**config.mk**
```make
export PLATFORM = sky130hd
export DESIGN_NAME = tick_timer_flat
export DESIGN_NICKNAME = d
export VERILOG_FILES = /design/src/rtl/tick_timer_if.sv /design/src/rtl/tick_timer.sv /design/src/flat_wrapper.sv
export SDC_FILE = /design/constraint.sdc
export NUM_CORES = 1
export LEC_CHECK = 0
export CAP_MARGIN = 10
export CORE_MARGIN = 2
export CORE_UTILIZATION = 51
export CTS_CLUSTER_SIZE = 25
export DETAILED_ROUTE_END_ITERATION = 6
export HOLD_SLACK_MARGIN = 0.12
export PLACE_DENSITY = 0.7
export SLEW_MARGIN = 20
export SYNTH_ARGS = -nofsm -noshare
export SYNTH_HDL_FRONTEND = slang
export SYNTH_SLANG_ARGS = --single-unit
```
**constraint.sdc**
```tcl
create_clock -name clk -period 8.99 [get_ports clk]
set_clock_uncertainty 0.05 [all_clocks]
set_input_delay 1.3485 -clock clk [delete_from_list [all_inputs] [get_ports clk]]
set_output_delay 1.3485 -clock clk [all_outputs]
set_load 0.05 [all_outputs]
```
**src/rtl/tick_timer_if.sv**
```systemverilog
// Control/status bundle between the game controller and the tick_timer block.
// master: drives sel/load/period/periodic/start/stop/pause, observes tick/active/cur_count.
// slave:  the timer side of the same signals.
interface tick_timer_if #(
    parameter int WIDTH    = 27,
    parameter int CHANNELS = 4,
    parameter int SEL_W    = 2
);
    logic [SEL_W-1:0]    sel;
    logic                load;
    logic [WIDTH-1:0]    period;
    logic                periodic;
    logic                start;
    logic                stop;
    logic                pause;
    logic [CHANNELS-1:0] tick;
    logic [CHANNELS-1:0] active;
    logic [WIDTH-1:0]    cur_count;

    modport master (
        output sel, load, period, periodic, start, stop, pause,
        input  tick, active, cur_count
    );

    modport slave (
        input  sel, load, period, periodic, start, stop, pause,
        output tick, active, cur_count
    );
endinterface

```
**src/rtl/tick_timer.sv**
```systemverilog
// Multi-channel programmable tick generator: per-channel period, periodic/one-shot mode, start/stop.
// Ports: clk, reset (async, active-high), bus (tick_timer_if.slave: sel/load/period/periodic/
//        start/stop/pause in; tick/active registered out, cur_count combinational out).
// Optional macro TICK_TIMER_PRESCALE_EN adds a free-running prescaler (parameter PRESCALE)
// that gates which unpaused cycles count.
module tick_timer #(
    parameter int WIDTH    = 27,
    parameter int CHANNELS = 4,
`ifdef TICK_TIMER_PRESCALE_EN
    parameter int PRESCALE = 1,
`endif
    parameter int SEL_W    = 2
) (
    input  logic       clk,
    input  logic       reset,
    tick_timer_if.slave bus
);

    logic [WIDTH-1:0]    per_q [CHANNELS];
    logic [WIDTH-1:0]    cnt_q [CHANNELS];
    logic [CHANNELS-1:0] mode_q;
    logic [CHANNELS-1:0] act_q;
    logic [CHANNELS-1:0] tick_q;
    logic [CHANNELS-1:0] hit;
    logic                count_en;
    logic [WIDTH-1:0]    cur;

    // One-hot channel address; a sel beyond the last channel hits nothing,
    // which makes load/start/stop no-ops and cur_count read zero.
    always_comb begin
        hit = '0;
        for (int i = 0; i < CHANNELS; i++) begin
            if (int'(bus.sel) == i) begin
                hit[i] = 1'b1;
            end
        end
    end

`ifdef TICK_TIMER_PRESCALE_EN
    localparam int PS_W = (PRESCALE > 1) ? $clog2(PRESCALE) : 1;

    logic [PS_W-1:0] ps_q;
    logic            strobe;

    assign strobe = (ps_q == PS_W'(PRESCALE - 1));

    // Free-running; only reset re-aligns it, so start is not phase-aligned to the strobe.
    always_ff @(posedge clk or posedge reset) begin
        if (reset) begin
            ps_q <= '0;
        end else if (!bus.pause) begin
            ps_q <= strobe ? '0 : ps_q + PS_W'(1);
        end
    end

    assign count_en = !bus.pause && strobe;
`else
    assign count_en = !bus.pause;
`endif

    always_ff @(posedge clk or posedge reset) begin
        if (reset) begin
            for (int i = 0; i < CHANNELS; i++) begin
                per_q[i] <= '0;
                cnt_q[i] <= '0;
            end
            mode_q <= '0;
            act_q  <= '0;
            tick_q <= '0;
        end else begin
            for (int i = 0; i < CHANNELS; i++) begin
                tick_q[i] <= 1'b0;
                if (hit[i] && bus.stop) begin
                    act_q[i] <= 1'b0;
                    cnt_q[i] <= '0;
                end else if (hit[i] && bus.start) begin
                    cnt_q[i] <= '0;
                    act_q[i] <= 1'b1;
                end else if (act_q[i] && count_en) begin
                    // >= rather than == so a period shrunk below the running
                    // count terminates on the next counting cycle instead of wrapping.
                    if (cnt_q[i] >= per_q[i]) begin
                        tick_q[i] <= 1'b1;
                        cnt_q[i]  <= '0;
                        if (!mode_q[i]) begin
                            act_q[i] <= 1'b0;
                        end
                    end else begin
                        cnt_q[i] <= cnt_q[i] + WIDTH'(1);
                    end
                end
                // Period/mode update is independent of the counting decision:
                // the compare on this edge still sees the old period.
                if (hit[i] && bus.load) begin
                    per_q[i]  <= bus.period;
                    mode_q[i] <= bus.periodic;
                end
            end
        end
    end

    always_comb begin
        cur = '0;
        for (int i = 0; i < CHANNELS; i++) begin
            if (hit[i]) begin
                cur = cnt_q[i];
            end
        end
    end

    assign bus.tick      = tick_q;
    assign bus.active    = act_q;
    assign bus.cur_count = cur;

endmodule
```
**src/flat_wrapper.sv**
```systemverilog
// flat-port wrapper written by rule: the top's interface ports become plain ports
module tick_timer_flat 
#(
    parameter int WIDTH    = 27,
    parameter int CHANNELS = 4,

    parameter int SEL_W    = 2
)
  (clk, reset, bus_sel, bus_load, bus_period, bus_periodic, bus_start, bus_stop, bus_pause, bus_tick, bus_active, bus_cur_count);
  tick_timer_if #(.WIDTH(WIDTH), .CHANNELS(CHANNELS), .SEL_W(SEL_W)) bus_i ();
  input  logic clk;
  input  logic reset;
  input wire logic [$bits(bus_i.sel)-1:0] bus_sel;
  input wire logic [$bits(bus_i.load)-1:0] bus_load;
  input wire logic [$bits(bus_i.period)-1:0] bus_period;
  input wire logic [$bits(bus_i.periodic)-1:0] bus_periodic;
  input wire logic [$bits(bus_i.start)-1:0] bus_start;
  input wire logic [$bits(bus_i.stop)-1:0] bus_stop;
  input wire logic [$bits(bus_i.pause)-1:0] bus_pause;
  output wire logic [$bits(bus_i.tick)-1:0] bus_tick;
  output wire logic [$bits(bus_i.active)-1:0] bus_active;
  output wire logic [$bits(bus_i.cur_count)-1:0] bus_cur_count;
  assign bus_i.sel = bus_sel;
  assign bus_i.load = bus_load;
  assign bus_i.period = bus_period;
  assign bus_i.periodic = bus_periodic;
  assign bus_i.start = bus_start;
  assign bus_i.stop = bus_stop;
  assign bus_i.pause = bus_pause;
  assign bus_tick = bus_i.tick;
  assign bus_active = bus_i.active;
  assign bus_cur_count = bus_i.cur_count;
  tick_timer #(.WIDTH(WIDTH), .CHANNELS(CHANNELS), .SEL_W(SEL_W)) u_core (.clk(clk), .reset(reset), .bus(bus_i));
endmodule
```
# ---- Yosys cells after proc, flatten, opt, wreduce, memory -nomap -nowiden
# Index checks and enable logic that the tools add are counted.
dict set report classes {
  add_sub_neg 4
  order_cmp 4
  n_eq_ne 7
  n_mux 60
  n_reduce_logical 30
}
# cell count
set ops {}
lappend ops {{2-to-1 mux 27 bit} 20}
lappend ops {{adder 27 x 1 -> 27 bit (second input constant)} 4}
lappend ops {{>= comparator 27 bit} 4}
lappend ops {{2-to-1 mux 1 bit} 40}
lappend ops {{nonzero test 3 bit} 8}
lappend ops {{logical AND 1 bit} 16}
lappend ops {{inequality test 3 bit (second input constant)} 4}
lappend ops {{AND reduction 3 bit} 4}
lappend ops {{equality test 2 bit (second input constant)} 2}
lappend ops {{equality test 2 x 1 -> 1 bit (second input constant)} 1}
lappend ops {{logical NOT 2 bit} 1}
lappend ops {{logical NOT 1 bit} 1}
dict set report totals {
  register_bits 228
  input_bits 36
}

# ---- Longest topological paths before layout
dict set report depth {
  word_depth 6
  ltp_mapped 9
  mapped_depth_nobuf 8
}

# ---- Least setup slack after synthesis
# Ideal clock, no wire load.
dict set report synth_timing {
  kind {input port to output port}
  startpoint {input port bus_sel[0]}
  endpoint {output port bus_cur_count[3]}
  arrival_ns 2.919
  t_required_ns 7.592
  slack_ns 4.672
  cell_stages 3
  cell_sequence {buf_2 -> buf_1 -> mux4_1}
}
dict set report synth_via {
  elab_chain_cells 6
}
# item line
set synth_rtl {}
lappend synth_rtl {{start, declared} flat_wrapper.sv:13} ;# input wire logic [$bits(bus_i.sel)-1:0] bus_sel;
lappend synth_rtl {{logical NOT 2 bit} tick_timer.sv:33} ;# if (int'(bus.sel) == i) begin
lappend synth_rtl {{2-to-1 mux 1 bit} tick_timer.sv:33}
lappend synth_rtl {{2-to-1 mux 27 bit (3 in series)} tick_timer.sv:105} ;# if (hit[i]) begin
lappend synth_rtl {{2-to-1 mux 27 bit *} tick_timer.sv:105}
lappend synth_rtl {{end, declared} flat_wrapper.sv:22} ;# output wire logic [$bits(bus_i.cur_count)-1:0] bus_cur_count;
# Every way passes the cells marked *; elsewhere a longest branch is shown, timed or not.

# ---- Worst setup path in the final report
dict set report layout_timing {
  startpoint {input port bus_sel[1]}
  endpoint {output port bus_cur_count[13]}
}
# Same word-level chain as after synthesis.

==> results.md <==
Drt:
- In this run the remaining antenna-violating nets after routing total 0.
- Before antenna repair, the detailed router went through 7 iterations.
- For this run, design rule violations remaining after detail routing come to 0.
- In this run, the number of DRC markers left after iteration 0 of detailed routing was 941.
- The detailed-route wire length is 37500 µm.
- The total via count after detailed routing is 10600.
- The average vias per placed instance is 6.05.
- Dividing the detail-routed wire length by the instance count gives 21.4 µm.

Synthesis:
- The number of distinct library cells after synthesis is 71.
- The most common flop cell mapped by yosys is sky130_fd_sc_hd__dfrtp_1.
- The synthesized flop and latch total is 228.
- Counting every net in the synthesized netlist gives 1477.
- During synthesis, Yosys emitted a total of 0 warnings.
- The biggest area contributor in the post-synthesis netlist is sky130_fd_sc_hd__dfrtp_1.
- The fraction of registers with async set/reset is 1.00.
- Counting flops with a built-in enable in the synthesized netlist gives 0.
- By area the synthesized netlist is led by sky130_fd_sc_hd__dfrtp_1 42%, sky130_fd_sc_hd__ha_1 10%, sky130_fd_sc_hd__mux2_2 7.1%.
- Dividing the synthesized area by the synthesized cell count gives 10.3 µm².
- The share of the Yosys chip area taken by registers is 0.415.
- The mapped netlist covers 0.0137 mm².
- The synthesized instance count is 1329.
- Of the post-synthesis cell area, the dominant cell type holds 0.415.

Global route:
- The first global-routing pass estimated 58600 µm of wire.
- Summed over all layers, the global routing overflow is 0.
- The pin count of the biggest net entering global routing is 98.
- The via count of the first global-routing pass is 10100.
- The overall fraction of global-route tracks in use is 0.268.
- The initial antenna violation count is 1.

Setup path:
- Of all nets on the critical path, the largest fanout is 38.
- The setup slack of the most critical reg-to-reg path is 5.58 ns.
- Data on the critical path is required at its endpoint by 7.59 ns.
- The timing startpoint of the critical path is bus_sel[1].
- The type of the worst setup path is input pin to output pin.
- The critical register-to-register path startpoint is u_core.cnt_q[107].
- STA classifies the critical path endpoint as an output pin.
- The worst setup path is launched from an input pin.
- The data arrival time of the critical path is 3.40 ns.

STA:
- For this run, the top clock speed supported by timing is 208 MHz.
- The setup TNS is 0 ns.
- The slew of the pin with the lowest slew margin is 1.10 ns.
- Setup repair after global routing left no endpoint under its margin.
- The worst hold slack is 0.454 ns.
- The number of pins exceeding their max-slew limit in the final report is 0.
- Measured against its own limit, the worst slew margin works out to 0.267.
- The ratio of final minimum period to clock period is 0.534.
- The final count of hold timing violations is 0.
- For the finished layout, the period the worst path requires is 4.80 ns.
- Setup violations remaining at the end of the flow were counted as 0.

Worst hold path:
- The path category of the worst min-delay check is register to register.
- The startpoint of the worst hold path is u_core.per_q[51].

Die:
- The chip height is 168 µm.
- The die is 168 µm wide.
- 71 I/O pins were placed.
- The floorplan step defined a die boundary enclosing 0.0283 mm².
- The floorplan has 60 rows.
- The core box area is 0.0267 mm².
- The initial cell density of the core is 0.514.

Placement:
- Detailed placement ended at an HPWL of 27800 µm.
- Input and output buffers added on the ports amount to 70.
- In this run the cell area measured after placement is 0.0148 mm².
- The global placement routability congestion is 0.908.

Pwr:
- The share of power burned in combinational logic is 0.167.
- The sequential power share is 0.455.
- Summed over all nets, the switching power comes to 0.752 mW.
- The power after layout is 2.67 mW.
- The portion of total power attributed to the clock network is 0.379.
- The internal portion of the total power is 1.92 mW.
- In this run the static leakage power is 6.91 nW.
- The largest voltage drop on the vdd net is 0.0915 mV.
- The power density relative to cell area is 172 mW/mm².
- Of the total power, the share spent switching nets is 0.282.

CTS:
- Counting the buffers created by CTS gives 25.
- The post-cts gate resize count is 0.
- The clock input transition at the sequential cells of the worst setup and hold paths is 0.05 ns.
- The number of clock sinks seen by CTS is 228.
- The maximum buffer depth of the clock tree is 3.
- The quantity of hold-fixing buffers added after cts is 0.
- The clock tree from TritonCTS is yes.
- The clock tree root driver cell is sky130_fd_sc_hd__clkbuf_16.
- The H-tree depth is 1.
- The worst-skew pair later-pin latency is 0.53 ns.
- Buffers added to address setup during post-CTS repair amount to 0.

Layout:
- From synthesis to final layout, the design area changed by 13.2%.
- The number of fillers in the final layout is 2228.
- The combined area of the multi-input logic cells is 0.00732 mm².
- The share of post-route cells with drive strength above 1 is 0.166.
- The utilization after layout is 0.582.
- After the last flow step, the layout net total stands at 1536.
- In the final layout, flip-flops and latches occupy 0.00571 mm².
- The final instance area is 0.0155 mm².

Flow run:
- The max-capacitance violation count is 0.

Status:
- The run finished with clean final reports.
[area by class of cell]
cell class,count,share of cell area
Antenna cell,1,0.000161
Clock buffer,36,0.0442
Clock inverter,9,0.00636
Inverter,130,0.0319
Multi-Input combinational cell,919,0.471
Sequential cell,228,0.367
Tap cell,341,0.0275
Timing Repair Buffer,84,0.0515
[metal layers]
layer / track usage / up-vias / share of wire
li1: - / 4838 / -
met1: 0.368 / 5326 / 0.42
met2: 0.450 / 330 / 0.48
met3: 0.0397 / 77 / 0.072
met4: 0.0678 / 2 / 0.024
met5: 0 / - / 0.00043
[registers in the layout, summed over array words and instances, names as in the netlist]
name / flops
u_core.mode_q: 4
u_core.per_q: 108
u_core.bus.active: 4
u_core.bus.tick: 4
u_core.cnt_q: 108
[power by group through the flow]
| stage | Combinational, mW | Sequential, mW | Clock (mW) |
|---|---|---|---|
| floorplan | 0.319 | 1.21 | 0 |
| finish | 0.445 | 1.21 | 1.01 |
| detailed placement | 0.445 | 1.23 | 0 |
| global placement | 0.427 | 1.22 | 0 |
| CTS | 0.448 | 1.21 | 1.02 |
| global route | 0.503 | 1.22 | 1.06 |
[worst max-delay path: stages]
cell	delay [ns]
sky130_fd_sc_hd__clkdlybuf4s50_1	0.45
sky130_fd_sc_hd__buf_4	0.42
sky130_fd_sc_hd__mux4_2	0.43
sky130_fd_sc_hd__clkdlybuf4s50_1	0.73
[stage by stage]
step / worst slack, ns / cells
2_1_floorplan: 1.34 / 1329
5_1_grt: 4.11 / 1747
4_1_cts: 4.20 / 1747
6_report: 4.19 / 1748
3_3_place_gp: 4.21 / 1702
3_5_place_dp: 4.19 / 1702
[worst paths after layout]
check	to	cells after the start
max reg2reg	u_core.cnt_q[88]	6
max in group asynchronous	u_core.per_q[67]	3
min reg2reg	u_core.per_q[51]	1
max	bus_cur_count[13]	4
min	u_core.per_q[51]	1
min in group asynchronous	u_core.cnt_q[102]	2
[cells in the mapped netlist, types with 4 or more instances]
| cell | n |
|---|---|
| sky130_fd_sc_hd__nor2_1 | 46 |
| sky130_fd_sc_hd__and3_1 | 17 |
| sky130_fd_sc_hd__a21o_1 | 11 |
| sky130_fd_sc_hd__xor2_1 | 20 |
| sky130_fd_sc_hd__mux2_2 | 86 |
| sky130_fd_sc_hd__clkbuf_1 | 37 |
| sky130_fd_sc_hd__inv_1 | 130 |
| sky130_fd_sc_hd__ha_1 | 112 |
| sky130_fd_sc_hd__o22ai_1 | 8 |
| sky130_fd_sc_hd__nand4_1 | 33 |
| sky130_fd_sc_hd__xnor2_1 | 64 |
| sky130_fd_sc_hd__buf_2 | 6 |
| sky130_fd_sc_hd__nor4_1 | 9 |
| sky130_fd_sc_hd__nor3_1 | 90 |
| sky130_fd_sc_hd__and2_1 | 8 |
| sky130_fd_sc_hd__o21ai_0 | 64 |
| sky130_fd_sc_hd__nand2_1 | 89 |
| sky130_fd_sc_hd__and4_1 | 13 |
| sky130_fd_sc_hd__mux2i_1 | 4 |
| sky130_fd_sc_hd__a21oi_1 | 43 |
| sky130_fd_sc_hd__nor2b_1 | 7 |
| sky130_fd_sc_hd__buf_6 | 5 |
| sky130_fd_sc_hd__dfrtp_1 | 228 |
| sky130_fd_sc_hd__nand2b_1 | 8 |
| sky130_fd_sc_hd__nand3_1 | 55 |
| sky130_fd_sc_hd__nor3_2 | 43 |
| sky130_fd_sc_hd__mux4_2 | 26 |
| sky130_fd_sc_hd__a211oi_1 | 7 |
| sky130_fd_sc_hd__o31ai_1 | 4 |
[cell usage in the layout (no fill, tap or decap), types with 55 or more instances in the layout]
cell type and count:
sky130_fd_sc_hd__clkdlybuf4s50_1 69, sky130_fd_sc_hd__xnor2_1 64, sky130_fd_sc_hd__nand2_1 89, sky130_fd_sc_hd__ha_1 112, sky130_fd_sc_hd__nand3_1 55, sky130_fd_sc_hd__o21ai_0 64, sky130_fd_sc_hd__nor3_1 90, sky130_fd_sc_hd__dfrtp_1 228
sky130_fd_sc_hd__inv_1 129, sky130_fd_sc_hd__mux2_2 86
[logic make-up (layout without fill, tap and decap cells)]
logic type / Yosys count / count (layout) / share of synthesized area
AND/OR/NAND/NOR: 439 / 439 / 0.181
flip-flops: 228 / 228 / 0.415
buffers and inverters: 182 / 259 / 0.0533
AO/OA/AOI/OAI: 167 / 167 / 0.0764
multiplexers: 117 / 117 / 0.118
adder cells (fa/ha/maj): 112 / 112 / 0.102
XOR/XNOR: 84 / 84 / 0.0536
other: 0 / 1 / 0
No activity file was read; power rests on OpenSTA's default activity.
